## config.mk

```make
export PLATFORM = sky130hd
export DESIGN_NAME = id_stage_hz
export DESIGN_NICKNAME = d
export VERILOG_FILES = /design/src/rtl/mips_pkg.sv /design/src/rtl/id_regfile.sv /design/src/rtl/id_stage_hz.sv
export SDC_FILE = /design/constraint.sdc
export NUM_CORES = 2
export LEC_CHECK = 0
export BUFFER_PORTS_ARGS = -buffer_cell sky130_fd_sc_hd__buf_2
export CORE_MARGIN = 1
export CORE_UTILIZATION = 45
export DETAILED_ROUTE_END_ITERATION = 10
export MAX_ROUTING_LAYER = met4
export PLACE_DENSITY_LB_ADDON = 0.25
export SYNTH_ARGS = -nofsm -noshare
export SYNTH_HDL_FRONTEND = slang
export SYNTH_SLANG_ARGS = --single-unit
```

## constraint.sdc

```tcl
create_clock -name clk -period 6.9 [get_ports clk]
set_input_delay 1.38 -clock clk [delete_from_list [all_inputs] [get_ports clk]]
set_output_delay 1.38 -clock clk [all_outputs]
set_load 0.02 [all_outputs]
```

## src/rtl/mips_pkg.sv

```systemverilog
// Shared MIPS decode constants: opcode/funct encodings and the default datapath width.
// Small helper functions classify opcodes so the decode stage reads as intent, not bit patterns.
package mips_pkg;

  localparam int XLEN_DEF = 32;

  localparam logic [5:0] OP_RTYPE = 6'h00;
  localparam logic [5:0] OP_J     = 6'h02;
  localparam logic [5:0] OP_JAL   = 6'h03;
  localparam logic [5:0] OP_BEQ   = 6'h04;
  localparam logic [5:0] OP_BNE   = 6'h05;
  localparam logic [5:0] OP_BLEZ  = 6'h06;
  localparam logic [5:0] OP_BGTZ  = 6'h07;
  localparam logic [5:0] OP_ADDI  = 6'h08;
  localparam logic [5:0] OP_ADDIU = 6'h09;
  localparam logic [5:0] OP_SLTI  = 6'h0A;
  localparam logic [5:0] OP_SLTIU = 6'h0B;
  localparam logic [5:0] OP_ANDI  = 6'h0C;
  localparam logic [5:0] OP_ORI   = 6'h0D;
  localparam logic [5:0] OP_XORI  = 6'h0E;
  localparam logic [5:0] OP_LUI   = 6'h0F;
  localparam logic [5:0] OP_LB    = 6'h20;
  localparam logic [5:0] OP_LH    = 6'h21;
  localparam logic [5:0] OP_LW    = 6'h23;
  localparam logic [5:0] OP_LBU   = 6'h24;
  localparam logic [5:0] OP_LHU   = 6'h25;
  localparam logic [5:0] OP_SB    = 6'h28;
  localparam logic [5:0] OP_SH    = 6'h29;
  localparam logic [5:0] OP_SW    = 6'h2B;

  localparam logic [5:0] FN_JR    = 6'h08;
  localparam logic [5:0] FN_ADD   = 6'h20;
  localparam logic [5:0] FN_SUB   = 6'h22;

  function automatic logic op_is_store(input logic [5:0] op);
    return (op == OP_SB) || (op == OP_SH) || (op == OP_SW);
  endfunction

  function automatic logic op_is_cond_branch(input logic [5:0] op);
    return (op == OP_BEQ) || (op == OP_BNE) || (op == OP_BLEZ) || (op == OP_BGTZ);
  endfunction

  // Logical immediates are zero-extended; everything else sign-extends.
  function automatic logic op_imm_zext(input logic [5:0] op);
    return (op == OP_ANDI) || (op == OP_ORI) || (op == OP_XORI);
  endfunction

endpackage

```

## src/rtl/id_regfile.sv

```systemverilog
// Register file, NREG x XLEN, r0 reads zero; two combinational read ports with write-through.
// Asynchronous active-low clear of every entry.
module id_regfile #(
  parameter int XLEN = 32,
  parameter int NREG = 32
) (
  input  logic                    clk,
  input  logic                    reset,
  input  logic                    we_i,
  input  logic [$clog2(NREG)-1:0] wa_i,
  input  logic [XLEN-1:0]         wd_i,
  input  logic [$clog2(NREG)-1:0] ra_a_i,
  output logic [XLEN-1:0]         rd_a_o,
  input  logic [$clog2(NREG)-1:0] ra_b_i,
  output logic [XLEN-1:0]         rd_b_o
);

  localparam int AW = $clog2(NREG);

  logic [XLEN-1:0] mem_q [NREG];
  logic            wr_ok;

  assign wr_ok = we_i && (wa_i != '0);

  always_ff @(posedge clk or negedge reset) begin
    if (!reset) begin
      for (int i = 0; i < NREG; i++) mem_q[i] <= '0;
    end else if (wr_ok) begin
      mem_q[wa_i] <= wd_i;
    end
  end

  // Same-cycle write is visible to the reader, so WB->ID needs no extra bypass.
  always_comb begin
    rd_a_o = mem_q[ra_a_i];
    rd_b_o = mem_q[ra_b_i];
    if (ra_a_i == AW'(0))                rd_a_o = '0;
    else if (wr_ok && ra_a_i == wa_i)    rd_a_o = wd_i;
    if (ra_b_i == AW'(0))                rd_b_o = '0;
    else if (wr_ok && ra_b_i == wa_i)    rd_b_o = wd_i;
  end

endmodule

```

## src/rtl/id_stage_hz.sv

```systemverilog
// MIPS decode stage: regfile, MEM bypass, load-use/branch hazard stall, early redirect,
// and the ID/EX register with valid/ready handshake plus a saturating stall counter.
module id_stage_hz
  import mips_pkg::*;
#(
  parameter int XLEN  = XLEN_DEF,
  parameter int NREG  = 32,
  parameter int CNT_W = 16
) (
  input  logic                    clk,
  input  logic                    reset,
  input  logic                    in_valid,
  output logic                    in_ready,
  input  logic [XLEN-1:0]         in_pc,
  input  logic [31:0]             in_instr,
  input  logic                    ex_ready,
  input  logic                    flush,
  input  logic                    ex_wr_en,
  input  logic [$clog2(NREG)-1:0] ex_wr_addr,
  input  logic                    ex_is_load,
  input  logic                    mem_wr_en,
  input  logic [$clog2(NREG)-1:0] mem_wr_addr,
  input  logic [XLEN-1:0]         mem_data,
  input  logic                    wb_en,
  input  logic [$clog2(NREG)-1:0] wb_addr,
  input  logic [XLEN-1:0]         wb_data,
  output logic                    out_valid,
  output logic [XLEN-1:0]         out_pc,
  output logic [XLEN-1:0]         out_rs_data,
  output logic [XLEN-1:0]         out_rt_data,
  output logic [XLEN-1:0]         out_imm,
  output logic [31:0]             out_instr,
  output logic                    out_fwd_rs,
  output logic                    out_fwd_rt,
  output logic                    redirect_valid,
  output logic [XLEN-1:0]         redirect_pc,
  output logic [CNT_W-1:0]        stall_cnt
);

  localparam int AW = $clog2(NREG);

  // Instruction fields
  logic [5:0]      opcode, funct;
  logic [4:0]      rs_f, rt_f;
  logic [AW-1:0]   rs_a, rt_a;
  logic [15:0]     imm16;

  assign opcode = in_instr[31:26];
  assign rs_f   = in_instr[25:21];
  assign rt_f   = in_instr[20:16];
  assign funct  = in_instr[5:0];
  assign imm16  = in_instr[15:0];
  assign rs_a   = rs_f[AW-1:0];
  assign rt_a   = rt_f[AW-1:0];

  logic is_r, is_jr, is_jump, is_cbr, early_use;
  logic uses_rs, uses_rt;

  assign is_r      = (opcode == OP_RTYPE);
  assign is_jr     = is_r && (funct == FN_JR);
  assign is_jump   = (opcode == OP_J) || (opcode == OP_JAL);
  assign is_cbr    = op_is_cond_branch(opcode);
  assign early_use = is_cbr || is_jr;
  assign uses_rs   = !(is_jump || opcode == OP_LUI);
  assign uses_rt   = is_r || opcode == OP_BEQ || opcode == OP_BNE || op_is_store(opcode);

  // Register file and operand bypass
  logic [XLEN-1:0] rf_rs, rf_rt, rs_val, rt_val;

  id_regfile #(.XLEN(XLEN), .NREG(NREG)) u_rf (
    .clk    (clk),
    .reset  (reset),
    .we_i   (wb_en),
    .wa_i   (wb_addr),
    .wd_i   (wb_data),
    .ra_a_i (rs_a),
    .rd_a_o (rf_rs),
    .ra_b_i (rt_a),
    .rd_b_o (rf_rt)
  );

  always_comb begin
    rs_val = rf_rs;
    rt_val = rf_rt;
    if (rs_a == '0)                                rs_val = '0;
    else if (mem_wr_en && mem_wr_addr == rs_a)     rs_val = mem_data;
    if (rt_a == '0)                                rt_val = '0;
    else if (mem_wr_en && mem_wr_addr == rt_a)     rt_val = mem_data;
  end

  // EX-stage dependency: loads and early-resolved consumers must wait, the rest forward in EX.
  logic ex_hit_rs, ex_hit_rt, hazard, fwd_rs, fwd_rt;

  assign ex_hit_rs = in_valid && uses_rs && (rs_a != '0) && ex_wr_en && (ex_wr_addr == rs_a);
  assign ex_hit_rt = in_valid && uses_rt && (rt_a != '0) && ex_wr_en && (ex_wr_addr == rt_a);
  assign hazard    = (ex_hit_rs || ex_hit_rt) && (ex_is_load || early_use);
  assign fwd_rs    = ex_hit_rs && !hazard;
  assign fwd_rt    = ex_hit_rt && !hazard;

  logic valid_q, valid_d;

  assign in_ready = !hazard && (ex_ready || !valid_q);

  // Immediate and redirect targets
  logic [XLEN-1:0] imm_s, imm_ext, pc4, br_tgt, j_tgt;
  logic            taken, fire;

  assign imm_s   = {{(XLEN-16){imm16[15]}}, imm16};
  assign imm_ext = op_imm_zext(opcode) ? {{(XLEN-16){1'b0}}, imm16} : imm_s;
  assign pc4     = in_pc + XLEN'(4);
  assign br_tgt  = pc4 + (imm_s << 2);
  assign j_tgt   = {pc4[XLEN-1:28], in_instr[25:0], 2'b00};

  always_comb begin
    taken = 1'b0;
    case (opcode)
      OP_BEQ:  taken = (rs_val == rt_val);
      OP_BNE:  taken = (rs_val != rt_val);
      OP_BLEZ: taken = ($signed(rs_val) <= 0);
      OP_BGTZ: taken = ($signed(rs_val) > 0);
      default: taken = 1'b0;
    endcase
  end

  assign fire           = in_valid && in_ready && !flush;
  assign redirect_valid = fire && (taken || is_jump || is_jr);

  always_comb begin
    redirect_pc = br_tgt;
    if (is_jr)        redirect_pc = rs_val;
    else if (is_jump) redirect_pc = j_tgt;
  end

  // ID/EX register
  logic [XLEN-1:0]  pc_q, pc_d, rs_q, rs_d, rt_q, rt_d, imm_q, imm_d;
  logic [31:0]      instr_q, instr_d;
  logic             fwd_rs_q, fwd_rs_d, fwd_rt_q, fwd_rt_d;
  logic [CNT_W-1:0] cnt_q, cnt_d;
  logic             load;

  assign load = in_valid && in_ready;

  always_comb begin
    valid_d  = valid_q;
    pc_d     = pc_q;
    instr_d  = instr_q;
    rs_d     = rs_q;
    rt_d     = rt_q;
    imm_d    = imm_q;
    fwd_rs_d = fwd_rs_q;
    fwd_rt_d = fwd_rt_q;
    if (flush) begin
      valid_d = 1'b0;
    end else if (ex_ready || !valid_q) begin
      valid_d = load;
      if (load) begin
        pc_d     = in_pc;
        instr_d  = in_instr;
        rs_d     = rs_val;
        rt_d     = rt_val;
        imm_d    = imm_ext;
        fwd_rs_d = fwd_rs;
        fwd_rt_d = fwd_rt;
      end
    end
  end

  always_comb begin
    cnt_d = cnt_q;
    if (hazard && !flush && (cnt_q != '1)) cnt_d = cnt_q + CNT_W'(1);
  end

  always_ff @(posedge clk or negedge reset) begin
    if (!reset) begin
      valid_q  <= 1'b0;
      pc_q     <= '0;
      instr_q  <= '0;
      rs_q     <= '0;
      rt_q     <= '0;
      imm_q    <= '0;
      fwd_rs_q <= 1'b0;
      fwd_rt_q <= 1'b0;
      cnt_q    <= '0;
    end else begin
      valid_q  <= valid_d;
      pc_q     <= pc_d;
      instr_q  <= instr_d;
      rs_q     <= rs_d;
      rt_q     <= rt_d;
      imm_q    <= imm_d;
      fwd_rs_q <= fwd_rs_d;
      fwd_rt_q <= fwd_rt_d;
      cnt_q    <= cnt_d;
    end
  end

  assign out_valid   = valid_q;
  assign out_pc      = pc_q;
  assign out_instr   = instr_q;
  assign out_rs_data = rs_q;
  assign out_rt_data = rt_q;
  assign out_imm     = imm_q;
  assign out_fwd_rs  = fwd_rs_q;
  assign out_fwd_rt  = fwd_rt_q;
  assign stall_cnt   = cnt_q;

endmodule

```

# ---- Word level (Yosys, flattened, before mapping)
# Index checks and enable logic that the tools add are counted.
dict set report totals {
  reg_bits 1203
  out_inout_bits 213
}
dict set report op_classes {
  n_addsub 3
  order_cmp 6
  eq_ne 23
  mux 21
  n_bitwise 4
  n_reduce_logical 54
}
# operator count
set ops {}
lappend ops {{bitwise mux 1024 bit} 1}
lappend ops {{two-way mux 32 bit} 14}
lappend ops {{binary-select mux 32 bit (select 5 bit)} 2}
lappend ops {{demux 32 bit (select 5 bit)} 1}
lappend ops {{adder 32 x 3 -> 32 bit, second input constant} 1}
lappend ops {{adder 32 bit} 1}
lappend ops {{== test 32 bit} 1}
lappend ops {{> comparator 32 x 1 -> 1 bit, second input constant} 1}
lappend ops {{less-or-equal comparator 32 x 1 -> 1 bit, second input constant} 1}
lappend ops {{inequality test 32 bit} 1}
lappend ops {{== test 5 bit} 6}
lappend ops {{== test 6 x 4 -> 1 bit, second input constant} 5}
lappend ops {{== test 6 x 3 -> 1 bit, second input constant} 4}
lappend ops {{logical AND 1 bit} 24}
lappend ops {{== test 6 bit, second input constant} 3}
lappend ops {{>= comparator 6 bit, second input constant} 3}
lappend ops {{logical OR 1 bit} 18}
lappend ops {{NOT 5 -> 6 bit} 3}
lappend ops {{adder 16 x 1 -> 16 bit, second input constant} 1}
lappend ops {{inequality test 16 bit, second input constant} 1}
lappend ops {{nonzero test 5 bit} 3}
lappend ops {{== test 6 x 2 -> 1 bit, second input constant} 2}
lappend ops {{logical NOT 5 bit} 2}
lappend ops {{logical NOT 6 bit} 1}
lappend ops {{other kinds (7)} 11}

# ---- Longest topological paths before layout
dict set report logic_depth {
  ltp_word 15
  ltp_mapped 18
  ltp_nobuf 18
}

# ---- Cells and area by module
# Synthesis repeated with hierarchy kept, for this count alone.
dict set report unflattened {
  hier_cells 5118
  area_unflattened_um2 66138.4
}
# mod instances cells_per_inst area_each_um2 seq_area_each_um2
set by_module_without_submodules {}
lappend by_module_without_submodules {id_regfile 1 3935 55555.8 25624.6}
lappend by_module_without_submodules {id_stage_hz 1 1183 10582.6 3703.6}

# ---- Worst setup path after synthesis
# OpenSTA, ideal clock, no wires.
dict set report synth_path {
  path_type {input to output}
  start {in in_pc[7]}
  end {out redirect_pc[31]}
  arrival_ns 4.942
  required_ns 5.520
  path_slack_ns 0.578
  cell_stages 15
  path_buffers 0
  path_cell_list {and3_1 nand3_1 nor4_1 nand3_1 xnor2_1 ha_1 nand2_1 nor3_1 nand3_1 o21ai_0 a21oi_1 or4_1 nand3_1 xnor2_1 o21ai_0}
}
dict set report synth_via {
  elab_chain_len 4
}
# element line_no
set synth_rtl {}
lappend synth_rtl {{start, declared} id_stage_hz.sv:14} ;# input logic [XLEN-1:0] in_pc,
lappend synth_rtl {{adder 32 x 3 -> 32 bit (*)} id_stage_hz.sv:110} ;# assign pc4 = in_pc + XLEN'(4);
lappend synth_rtl {{adder 32 bit} id_stage_hz.sv:111} ;# assign br_tgt = pc4 + (imm_s << 2);
lappend synth_rtl {{two-way mux 32 bit (*)} id_stage_hz.sv:131} ;# else if (is_jump) redirect_pc = j_tgt;
lappend synth_rtl {{two-way mux 32 bit (*)} id_stage_hz.sv:130} ;# if (is_jr) redirect_pc = rs_val;
lappend synth_rtl {{end, declared} id_stage_hz.sv:36} ;# output logic [XLEN-1:0] redirect_pc,
# Mark *: on every way between the ends. The rest lies on a longest branch, timed or not.

# ---- Worst setup path after layout
dict set report layout_path {
  start {in in_instr[24]}
  end {out redirect_valid}
}
dict set report layout_via {
  elab_chain_len 12
  elab_cells_between_ends 31
}
# element line_no
set layout_rtl {}
lappend layout_rtl {{start, declared} id_stage_hz.sv:15} ;# input logic [31:0] in_instr,
lappend layout_rtl {{NOT 5 -> 6 bit (not written as such)} id_regfile.sv:35} ;# rd_a_o = mem_q[ra_a_i];
lappend layout_rtl {{binary-select mux 32 bit (select 5 bit)} id_regfile.sv:35}
lappend layout_rtl {{two-way mux 32 bit (not written as such) (2 in a row)} id_regfile.sv:35}
lappend layout_rtl {{two-way mux 32 bit} id_regfile.sv:38} ;# else if (wr_ok && ra_a_i == wa_i) rd_a_o = wd_i;
lappend layout_rtl {{two-way mux 32 bit} id_stage_hz.sv:86} ;# else if (mem_wr_en && mem_wr_addr == rs_a) rs_val = mem_data;
lappend layout_rtl {{two-way mux 32 bit} id_stage_hz.sv:85} ;# if (rs_a == '0) rs_val = '0;
lappend layout_rtl {{> comparator 32 x 1 -> 1 bit, or another cell as far along} id_stage_hz.sv:120} ;# OP_BGTZ: taken = ($signed(rs_val) > 0);
lappend layout_rtl {{one-hot mux 1 bit (4 select lines)} id_stage_hz.sv:116} ;# case (opcode)
lappend layout_rtl {{logical OR 1 bit (2 in a row)} id_stage_hz.sv:126} ;# assign redirect_valid = fire && (taken || is_jump || is_jr);
lappend layout_rtl {{logical AND 1 bit (*)} id_stage_hz.sv:126}
lappend layout_rtl {{end, declared} id_stage_hz.sv:35} ;# output logic redirect_valid,
# Mark *: on every way between the ends. The rest lies on a longest branch, timed or not. The select of a mux whose other input is x is not followed.

==> flow_summary.toml <==
[global_routing]
grt_pass1_wl_um = 383000
grtUsageTotal_pct = 37.9
grt_max_degree = 166
grt_pass1_vias = 50500
antenna_found_initial = 32
overflow = 0

[status]
status = "finished with violations"
failed_checks = "negative setup slack"

[synth]
synth_area_leaders = "dfrtp_1, mux2_2, mux4_2"
synth_most_common_cell = "dfrtp_1"
synth_warnings = 0
synth-main-ff-cell = "dfrtp_1"
synth.cell_area_sq_um = 65700
syn_inst = 5293
yosysTopAreaCell = "dfrtp_1"
synth_cell_type_count = 98
synth_nets = 5477
ys_ff_latch = 1172
synth_edf_count = 0
syn_avg_cell_area_sq_um = 12.4
synth_common_cells = "dfrtp_1, mux2_2, nand2_1"
yosysSeqAreaShare_pct = 44.7
async_reset_ff_share_pct = 100
synthDominantCellAreaShare_pct = 44.7

[sta]
finalCritPeriodShare_pct = 101
finalHoldViolCount = 0
setup_slack_ns = -0.0594
tightest_slew_ns = 1.22
period_minus_slack_ns = 6.96
max_freq_ghz = 0.144
fin_skew_ns = 0.0221
finalSetupViolCount = 1
slew_headroom_pct = 18.6
grt_setup_unrepaired = "yes"
drv_slew = 0

[clock_network]
cts_tree = "yes"
cts_max_level = 4
cts.sinks = 1172
clock_latency_ns = 0.81
cts_hold_buf = 0
cts.reportedPaths.clkPinSlew_ns = 0.06
root_buffer = "clkbuf_16"
postCtsSetupRepairBufs = 0
clockBufferDepth = 3
cts_buffers = 136

[final_layout]
area_growth_pct = 15.9
layout-drive-gt1-share_pct = 41.6
fin_nets = 5909
final_cells = 7763

[floorplan]
num_io_pins = 365
rows = 139
die_x_um = 384
die_height_um = 384
coreArea_sq_um = 144000
initial_core_util_pct = 45.6
dieArea_sq_um = 147000

[flow_run]
cap_viol_max_count = 0

[critical_path]
r2r_slack_ns = 4.11
startpoint_type = "primary input"
cp.arrival_ns = 5.58
crit_slowest_cell = "nor2_1"
cp-end-kind = "output port"
critPathMaxFanout = 16
path_class = "primary input to output port"
crit_chain = "buf_2 > buf_12 > nand2b_1 > nor2_1 > a22o_1 > a221oi_2 > a21oi_1 > buf_4 > a311oi_1 > xnor2_1 > nand2_1 > nor4_1 > nand4_1 > mux2i_1 > nand2_1 > buf_2"
critical_path_required_ns = 5.52
max_stage_delay_ns = 0.90

[routing]
drt_first_pass_iters = 8
viasPerCell = 6.68
drt_iter0_drc = 6977
drc = 0
vias = 51800
wl_per_cell_um = 35.3
routed_wl_um = 274000
drt.antenna.violating_nets = 0

[placed_design]
pre_cts_slack_ns = -0.390
dp_hpwl_um = 186000
dp_cells = 7490
finalWeightedCongestion = 0.997
port_buffers = 364

[pwr]
powerDensity_nw_per_um2 = 290
vdd_drop_max_v = 0.000292
p_leak_nw = 35.1

[worst_hold_path]
worstHoldPathType = "flop to flop"
-- worst max-delay path: cells and delay by family --
| family | cells | cell delay, ns |
|---|---|---|
| AOI/OAI and AO/OA | 4 | 0.59 |
| xor gates and xnor gates | 1 | 0.20 |
| buffers and inverters | 4 | 0.96 |
| muxes | 1 | 0.21 |
| and+or+nand+nor | 6 | 2.19 |
-- cells by family after synthesis --
group                    share of synthesized area [%]
buffers and inverters                             4.49
adder cells (fa/ha/maj)                          0.621
AND/OR/NAND/NOR                                   7.20
XOR/XNOR                                          1.69
flip-flops                                        44.7
AO/OA/AOI/OAI                                     6.89
multiplexers                                      34.4
-- cell type report --
class | count | area (sq um)
Antenna cell | 28 | 70.1
Clock inverter | 48 | 687
Sequential cell | 1172 | 29300
Fill cell | 12500 | 68100
Clock buffer | 197 | 3950
Inverter | 15 | 56.3
Multi-Input combinational cell | 3572 | 33700
Timing Repair Buffer | 828 | 5940
Tap cell | 1903 | 2380
-- sequential cells by signal, indices dropped and copies added, names as in the netlist --
register and flops:
stall_cnt 16, out_rs_data 32, out_rt_data 32, out_fwd_rs 1, out_pc 32, out_fwd_rt 1, u_rf.mem_q 1024, out_imm 17
out_valid 1, out_instr 16
-- metrics by stage --
| step | hold slack [ns] | utilization [%] | setup TNS, ns | instance area (sq um) | power, mW |
|---|---|---|---|---|---|
| 3_3_place_gp | 0.378 | 49.4 | -0.568 | 71300 | 14.3 |
| 2_1_floorplan | 0.438 | - | 0 | 65700 | 12.3 |
| 6_report | 0.399 | 52.8 | -0.0594 | 76100 | 22.1 |
| 4_1_cts | 0.397 | 52.6 | 0 | 75900 | 22.0 |
| 5_1_grt | 0.408 | 52.8 | -0.0520 | 76100 | 22.8 |
| 3_5_place_dp | 0.382 | 49.4 | -0.627 | 71300 | 14.4 |
-- layer usage --
layer | global-route usage (%) | up-vias | wire length [um]
met5 | - | - | 0
met4 | 19.7 | 0 | 15900
met3 | 12.5 | 801 | 33300
met2 | 53.5 | 3434 | 118000
met1 | 48.2 | 26900 | 107000
li1 | - | 20700 | -
-- timing repair --
action / in CTS / in global routing
setup endpoints to repair: 4 / 7
pin swaps: 0 / 0
endpoints found under the hold margin: 0 / 0
gates resized for setup: 10 / 32
-- report_power, final --
group | leakage (nW) | internal (mW) | switching, mW
registers | 15.1 | 8.15 | 0.974
clock network | 2.27 | 4.45 | 3.14
logic | 17.8 | 2.56 | 2.80
total | 35.1 | 15.2 | 6.92
-- cells in the final DEF (no fill, tap or decap), types with 13 or more instances in the layout --
cell type / count
a211oi_1: 19
a21o_1: 16
a21oi_1: 95
a221oi_1: 27
a22oi_1: 139
a31oi_1: 26
and3_1: 38
buf_12: 41
buf_2: 357
buf_4: 419
clkbuf_1: 32
clkbuf_16: 138
clkbuf_8: 28
clkinv_2: 18
dfrtp_1: 1172
diode_2: 28
ha_1: 31
inv_1: 15
mux2_2: 1022
mux2i_1: 450
mux4_1: 21
mux4_2: 269
nand2_1: 490
nand2_2: 14
nand3_1: 84
nand4_1: 60
nor2_1: 95
nor2_4: 13
nor2b_1: 13
nor3_1: 28
nor4_1: 29
o211ai_1: 22
o21ai_0: 83
o221ai_1: 14
o22ai_1: 113
xnor2_1: 84
xor2_1: 43
-- path summary, 6_finish.rpt --
kind	start	to	cells after the start
min in group asynchronous	reset	stall_cnt[15]	1
hold / removal	u_rf.mem_q[1014]	u_rf.mem_q[1014]	0
setup / recovery	in_instr[24]	redirect_valid	16
hold reg to reg	u_rf.mem_q[1014]	u_rf.mem_q[1014]	0
max in group asynchronous	reset	u_rf.mem_q[672]	3
setup reg to reg	u_rf.mem_q[575]	out_rs_data[31]	10
Note: power is estimated with default switching activity, not from simulation.
